File: src/rtl/eth_tx_fcs.sv
// ============================================================================
// eth_tx_fcs
// ----------------------------------------------------------------------------
// CRC-32 Frame Check Sequence engine for the RMII transmit path.
//
// The transmit controller feeds every dibit it puts on the wire (destination
// address through pad) into this block while Crc_En is high. On Fcs_Start the
// complemented CRC is latched into a shift register and played out as 16
// dibits, LSB first, for the controller to drive onto Tx_Data.
//
// The CRC is kept in reflected form, so the bit transmitted first is folded
// in first and the FCS leaves the shift register from bit 0 upward.
//
// Ports
//   Clk        in   1   50 MHz RMII reference clock
//   Rst        in   1   Synchronous, active-high reset
//   Crc_Init   in   1   Pulse: preset CRC to pCRC_INIT and enter ACCUM
//   Crc_En     in   1   Crc_Data is valid this cycle; fold it into the CRC
//   Crc_Data   in   2   Tx dibit; bit[0] is transmitted first
//   Fcs_Start  in   1   Pulse: latch ~CRC and begin emitting the FCS
//   Fcs_Data   out  2   FCS dibit, bit[0] first; 0 while Fcs_Valid is low
//   Fcs_Valid  out  1   Fcs_Data valid; high for exactly 16 cycles per FCS
//   Fcs_Done   out  1   One-cycle pulse with the 16th (last) FCS dibit
//   Busy       out  1   High in ACCUM or EMIT
//   Crc_Value  out  32  Raw (uncomplemented) CRC register
// ============================================================================
module eth_tx_fcs #(
    parameter logic [31:0] pCRC_INIT = 32'hFFFFFFFF,
    parameter logic [31:0] pCRC_POLY = 32'hEDB88320
) (
    input  logic        Clk,
    input  logic        Rst,
    input  logic        Crc_Init,
    input  logic        Crc_En,
    input  logic [1:0]  Crc_Data,
    input  logic        Fcs_Start,
    output logic [1:0]  Fcs_Data,
    output logic        Fcs_Valid,
    output logic        Fcs_Done,
    output logic        Busy,
    output logic [31:0] Crc_Value
);

    typedef enum logic [1:0] {
        IDLE  = 2'd0,
        ACCUM = 2'd1,
        EMIT  = 2'd2
    } tState;

    tState       state, stateNext;
    logic [31:0] crcReg, crcNext;
    logic [31:0] crcStep;
    logic [31:0] shiftReg, shiftNext;
    logic [3:0]  dibitCnt, dibitCntNext;
    logic [1:0]  fcsDataNext;
    logic        fcsValidNext;
    logic        fcsDoneNext;

    // Two reflected single-bit steps: Crc_Data[0] goes in first because it is
    // the first bit on the wire.
    function automatic logic [31:0] nextCrc(input logic [31:0] crc,
                                            input logic [1:0]  dibit);
        logic [31:0] c;
        logic        fb;
        c = crc;
        for (int i = 0; i < 2; i++) begin
            fb = c[0] ^ dibit[i];
            c  = (c >> 1) ^ (fb ? pCRC_POLY : 32'h0000_0000);
        end
        return c;
    endfunction

    assign crcStep = nextCrc(crcReg, Crc_Data);

    // ------------------------------------------------------------------------
    // Next-state / next-output logic
    // ------------------------------------------------------------------------
    always_comb begin
        // NOTE: every signal written here gets a default first, so no path
        // leaves one unassigned and no latch is inferred.
        stateNext    = state;
        crcNext      = crcReg;
        shiftNext    = shiftReg;
        dibitCntNext = dibitCnt;
        fcsDataNext  = 2'b00;
        fcsValidNext = 1'b0;
        fcsDoneNext  = 1'b0;

        if (Crc_Init) begin
            // Wins over everything else, including an FCS in flight: the
            // output registers fall back to their defaults (abort).
            crcNext   = pCRC_INIT;
            stateNext = ACCUM;
        end else begin
            unique case (state)
                IDLE: begin
                    // Crc_En and Fcs_Start are ignored until a frame opens.
                end

                ACCUM: begin
                    if (Crc_En) begin
                        crcNext = crcStep;
                    end
                    if (Fcs_Start) begin
                        // A dibit accompanying Fcs_Start is the last data
                        // dibit and must be covered by the FCS.
                        shiftNext    = Crc_En ? ~crcStep : ~crcReg;
                        dibitCntNext = 4'd0;
                        stateNext    = EMIT;
                    end
                end

                EMIT: begin
                    fcsDataNext  = shiftReg[1:0];
                    fcsValidNext = 1'b1;
                    shiftNext    = shiftReg >> 2;
                    dibitCntNext = dibitCnt + 4'd1;
                    if (dibitCnt == 4'd15) begin
                        fcsDoneNext = 1'b1;
                        stateNext   = IDLE;
                    end
                end

                default: begin
                    stateNext = IDLE;
                end
            endcase
        end
    end

    // ------------------------------------------------------------------------
    // State and output registers
    // ------------------------------------------------------------------------
    always_ff @(posedge Clk) begin
        // NOTE: sequential state uses non-blocking assignments so every
        // register samples the pre-edge values, independent of statement order.
        if (Rst) begin
            // NOTE: the shift register and counter are plain flops (no RAM),
            // so they are reset along with the control state to keep the
            // datapath free of X after power-up.
            state     <= IDLE;
            crcReg    <= pCRC_INIT;
            shiftReg  <= 32'h0000_0000;
            dibitCnt  <= 4'd0;
            Fcs_Data  <= 2'b00;
            Fcs_Valid <= 1'b0;
            Fcs_Done  <= 1'b0;
        end else begin
            state     <= stateNext;
            crcReg    <= crcNext;
            shiftReg  <= shiftNext;
            dibitCnt  <= dibitCntNext;
            Fcs_Data  <= fcsDataNext;
            Fcs_Valid <= fcsValidNext;
            Fcs_Done  <= fcsDoneNext;
        end
    end

    assign Busy      = (state != IDLE);
    assign Crc_Value = crcReg;

endmodule
File: config.mk
export PLATFORM = sky130hd
export DESIGN_NAME = eth_tx_fcs
export DESIGN_NICKNAME = d
export VERILOG_FILES = /design/src/rtl/eth_tx_fcs.sv
export SDC_FILE = /design/constraint.sdc
export NUM_CORES = 1
export LEC_CHECK = 0
export BUFFER_PORTS_ARGS = -buffer_cell sky130_fd_sc_hd__buf_2
export CAP_MARGIN = 30
export CORE_ASPECT_RATIO = 0.7
export CORE_MARGIN = 4
export CORE_UTILIZATION = 52
export DETAILED_ROUTE_END_ITERATION = 10
export PLACE_DENSITY_LB_ADDON = 0.05
export SYNTH_ARGS = -nofsm -noshare
export SYNTH_HDL_FRONTEND = slang
export SYNTH_SLANG_ARGS = --single-unit
File: constraint.sdc
create_clock -name Clk -period 2.2 [get_ports Clk]
set_clock_uncertainty 0.1 [all_clocks]
set_input_delay 0.44 -clock Clk [delete_from_list [all_inputs] [get_ports Clk]]
set_output_delay 0.44 -clock Clk [all_outputs]
set_load 0.02 [all_outputs]
Word level (Yosys, flattened, before mapping)
Index checks and enable logic that the tools add are counted.
{ "word_totals": {"reg_bits": 74, "latchBits": 0, "wordCells": 48, "mem_count": 0, "rom_bits": 0, "ramBits": 0} }
{ "op_classes": {"mux": 13, "bitwise": 9, "div": 0, "n_lt_le_gt_ge": 0, "multipliers": 0, "n_shift": 0, "addsub": 1, "eq_ne": 8, "reduce_logical": 9} }
{ "ops": {"columns": ["op", "n"], "rows": [
  ["32-bit 2-to-1 mux", 4],
  ["32-bit inverter", 2],
  ["32-bit case mux with 2 select lines", 1],
  ["31-bit by 32-bit XOR with 32-bit output", 2],
  ["3-bit AND reduction", 3],
  ["4-bit case mux with 2 select lines", 1],
  ["2-bit != test, second input constant", 3],
  ["3-bit != test, second input constant", 2],
  ["2-bit case mux with 3 select lines", 1],
  ["4-bit by 1-bit adder with 4-bit output, second input constant", 1],
  ["4-bit == test, second input constant", 1],
  ["2-bit 2-to-1 mux", 2],
  ["4-bit 2-to-1 mux", 1],
  ["2-bit nonzero test", 2],
  ["1-bit 2-to-1 mux", 3],
  ["1-bit inverter", 3],
  ["3-bit OR reduction", 1],
  ["2-bit by 1-bit == test with 1-bit output, second input constant", 1],
  ["2-bit == test, second input constant", 1],
  ["2-bit zero test", 1],
  ["2-bit AND reduction", 1],
  ["2-bit OR reduction", 1],
  ["1-bit XOR", 2]
]} }

Logic depth before layout (Yosys ltp)
{ "depth": {"word_depth": 10, "ltp_mapped": 8} }

Worst setup path before layout
Ideal clock, no wire load.
{ "synth_timing": {"kind": "reg2reg", "startpoint": "register state[0]", "endpoint": "register shiftReg[26]", "path_buffers": 2, "arrival_time_ps": 1865, "t_required_ps": 1966, "stages_incl_launch_ff": 9, "setup_slack_ps": 101, "cell_sequence": "dfxtp_1 inv_1 ha_1 nor2b_1 and2_1 clkbuf_1 clkbuf_1 mux2i_1 a211oi_2"} }
{ "synth_between": {"elab_chain_len": 3, "word_cells_on_any_way": 6, "classes_between": "eq/ne (3); mux (1); reduce/logical (2)"} }
{ "synth_rtl": {"columns": ["item", "line_no", "text"], "rows": [
  ["start, declared", "50", "tState state, stateNext;"],
  ["start signal, assigned", "149", "state <= stateNext;"],
  ["2-bit by 1-bit == test with 1-bit output or 2-bit == test (tied branches)", "95", "unique case (state)"],
  ["2-bit != test (no line) or 2-bit nonzero test (tied branches)", null, null],
  ["3-bit AND reduction (no line)", null, null],
  ["end signal, assigned", "151", "shiftReg <= shiftNext;"],
  ["end, declared", "53", "logic [31:0] shiftReg, shiftNext;"]
]} }
Several ways; a longest one is shown, not always the timed one.
A chain may end at the register's enable or synchronous reset.

Worst setup path after layout
{ "layout_timing": {"startpoint": "register state[0]", "endpoint": "register dibitCnt[3]"} }
{ "layout_between": {"elab_chain_len": 3, "word_cells_on_any_way": 6, "classes_between": "eq/ne (3); mux (1); reduce/logical (2)"} }
{ "layout_rtl": {"columns": ["item", "line_no", "text"], "rows": [
  ["2-bit by 1-bit == test with 1-bit output or 2-bit == test (tied branches)", "95", null],
  ["2-bit != test (no line) or 2-bit nonzero test (tied branches)", null, null],
  ["3-bit AND reduction (no line)", null, null],
  ["end signal, assigned", "152", "dibitCnt <= dibitCntNext;"],
  ["end, declared", "54", "logic [3:0] dibitCnt, dibitCntNext;"]
]} }
Several ways; a longest one is shown, not always the timed one.

==> key figures <==
Logic synthesis
  – Post-synth EDFFs: 0
  – Commonest register cell after synthesis: dfxtp_1
  – Synthesized area per cell: 8.34 µm²
  – Commonest cells in the netlist: nand2_1, dfxtp_1, a21oi_1
  – Syn Nets: between 400 and 500
  – Largest area contributor in the netlist: dfxtp_1
  – Synth cell types: 33
  – Post-Syn Instances: 425
  – Synth Cell Area: around 3500 µm²
  – Seq/Total Area, Yosys: between 40% and 50%
  – Post-synth top area share: a little over two fifths
  – Yosys reg bits: 74
  – Yosys warnings: 0
  – Most frequent cell after synthesis: nand2_1
  – Synth area leaders: dfxtp_1, nand2_1, a21oi_1
  – Asr flop ratio synth: 0%

STA
  – Final slew viol count: 0
  – Fin Setup TNS: 0 ns
  – Worst-Margin Slew: roughly 0.42 ns
  – Slew headroom: between 70% and 80%
  – Final number of hold-violating endpoints: 0
  – RSZ-0062 raised after global routing: false
  – Final Cycle Share: around 87%
  – Endpoints failing setup: 0
  – Period minus WS final: ~1.9 ns
  – FMAX: 0.523 GHz

Routing
  – Met2 wire len: ~3.7 mm
  – DR WL/cell: 16.4 µm
  – Detailed-route vias per instance: roughly 5.7
  – Routed wl met3: ~550 µm
  – Via count: 3090
  – Post-route ant nets: 0
  – M1 WL: between 4 and 5 mm
  – Final routed DRC violation total: 0
  – Drt first pass iters: 5
  – Initial DRC count: approximately 270
  – Top Metal Used: met4
  – Total wire length: 8.93 mm

Global routing
  – Vias in the first global route: 2779
  – GR Overflow Total: 0
  – Largest net degree at the start of global routing: between 40 and 50
  – Antenna violations before repair: 0
  – All-Layer GR Usage: 22.4%
  – First-pass GRT wire length: ~15 mm

Setup path
  – Worst setup endpoint: dibitCnt[3]$_SDFFE_PP0P_
  – Crit start category: flip-flop
  – Worst r2r src: state[0]$_SDFFE_PP0P_
  – Worst reg2reg path depth: 6
  – Crit path capture type: flip-flop
  – Critical path required time: 2.38 ns
  – Crit path kind: reg -> reg
  – Crit path from: state[0]$_SDFFE_PP0P_
  – Reg2reg setup slack: 0.29 ns
  – FF-to-FF End: dibitCnt[3]$_SDFFE_PP0P_
  – CP arrival: 2.09 ns
  – Max FO, Critical Path: 9

Floorplanning
  – Die Y: approximately 77 µm
  – Die width: 107 µm
  – Die area: 8230 µm²
  – I/O pin count: 44
  – Row cnt: 24
  – Starting Density: between 50% and 60%
  – Core area: 6430 µm²

Final layout
  – Area grow syn2layout: 14.0%
  – Nets@finish: roughly 460
  – Post-route insts no fill: 546
  – Antenna diodes: 0
  – Design area: around 4000 µm²
  – Layout cells sized above 1: around a fifth

Power
  – Leak Pwr: around 0.0016 µW
  – Peak VDD IR: 393 µV
  – Cell Pwr Density: about 760 nW/µm²
  – Power Total: ~3100 µW

Clocking
  – CTS root buf: clkbuf_8
  – Clk sink count: 74
  – Num CTS Buffers: 9
  – Clock Latency Late Sink: 0.35 ns
  – # Post-CTS Setup Buffers: 0
  – CTS H-tree depth: 3
  – Longest Clk Path Bufs: 2
  – Hold-fix buffers at CTS: 0
  – Clk pin slew, worst setup/hold paths: roughly 0.080 ns
  – Post_cts resized: 0
  – CTS tree: built

Job
  – Max-Cap Viols: 0

Status
  – Status: completed

Place
  – Routability congestion estimate: around 0.85
  – DP HPWL: between 5 and 6 mm
  – Dpl cells: 530
  – I/O Buffers: between 40 and 50
  – Area after DPL: 3820 µm²

Hold path
  – Hold Startpoint: Rst
  – Min-Delay Path Class: in -> reg
[report_power, final]
group	internal [µW]	switching, µW	total [µW]
Combinational	174	284	458
Clock	666	503	1170
Sequential	1400	49.5	1450
Total	2240	836	3080
[metrics by stage]
stage          setup slack, ns  hold slack (ns)  util (%)
4_1_cts                  0.296            0.287      62.9
6_report                 0.289            0.289      62.9
3_5_place_dp             0.325            0.367      59.5
5_1_grt                 0.0831            0.288      62.9
2_1_floorplan            0.101            0.346         -
3_3_place_gp             0.357            0.358      59.5
[kinds of logic after synthesis]
logic type                 synth area share [%]
DFF                                        41.8
AOI/OAI and AO/OA                          21.7
xor gates and xnor gates                   6.70
adders and majority gates                  1.41
and+or+nand+nor                            17.1
muxes                                      4.80
buffers and inverters                      6.56
[layout make-up]
type	count	area [µm²]
repair buffers	58	365
fillers	577	2380
clock buffers	11	141
well taps	91	114
flip-flops and latches	74	1480
multi-input cells	300	1840
inverters	7	26.3
clock inverters	5	77.6
[registers in the layout, indices dropped and copies added, names as in the netlist]
register / cells
dibitCnt: 4
Fcs_Valid: 1
Fcs_Data: 2
Fcs_Done: 1
state: 2
shiftReg: 32
Crc_Value: 32
[cells in the final DEF, fill, tap and decap left out, types with 14 or more instances in the layout]
cell      synthesis  routed
nand2_1          77      77
o21ai_0          15      15
dfxtp_1          74      74
a211oi_1         14      14
o211ai_1         15      15
nand3_1          15      15
buf_2             0      43
a21oi_1          40      40
nor2_1           30      29
mux2i_1          17      17
[worst max-delay path, cell delays in order, from the launching register on]
cell	delay, ns
dfxtp_1	0.35
inv_1	0.08
ha_1	0.27
nor2b_1	0.19
nand2_1	0.20
or4_1	0.50
a21oi_1	0.15
[metal layers]
metal	GRT usage [%]	vias up
met3	5.12	10
li1	-	1518
met5	0	-
met1	34.3	1450
met2	31.8	112
met4	4.60	0
[worst min path at each step]
stage                           endpoint  slack (ns)  cells after the start
2_1_floorplan  shiftReg[31]$_SDFFE_PP0P_        0.35                      2
3_3_place_gp   shiftReg[30]$_SDFFE_PP0P_        0.36                      2
3_5_place_dp    dibitCnt[1]$_SDFFE_PP0P_        0.37                      2
4_1_cts        shiftReg[10]$_SDFFE_PP0P_        0.29                      2
5_1_grt        shiftReg[10]$_SDFFE_PP0P_        0.29                      2
6_report       shiftReg[10]$_SDFFE_PP0P_        0.29                      2
Power figures use the tool's default switching activity.
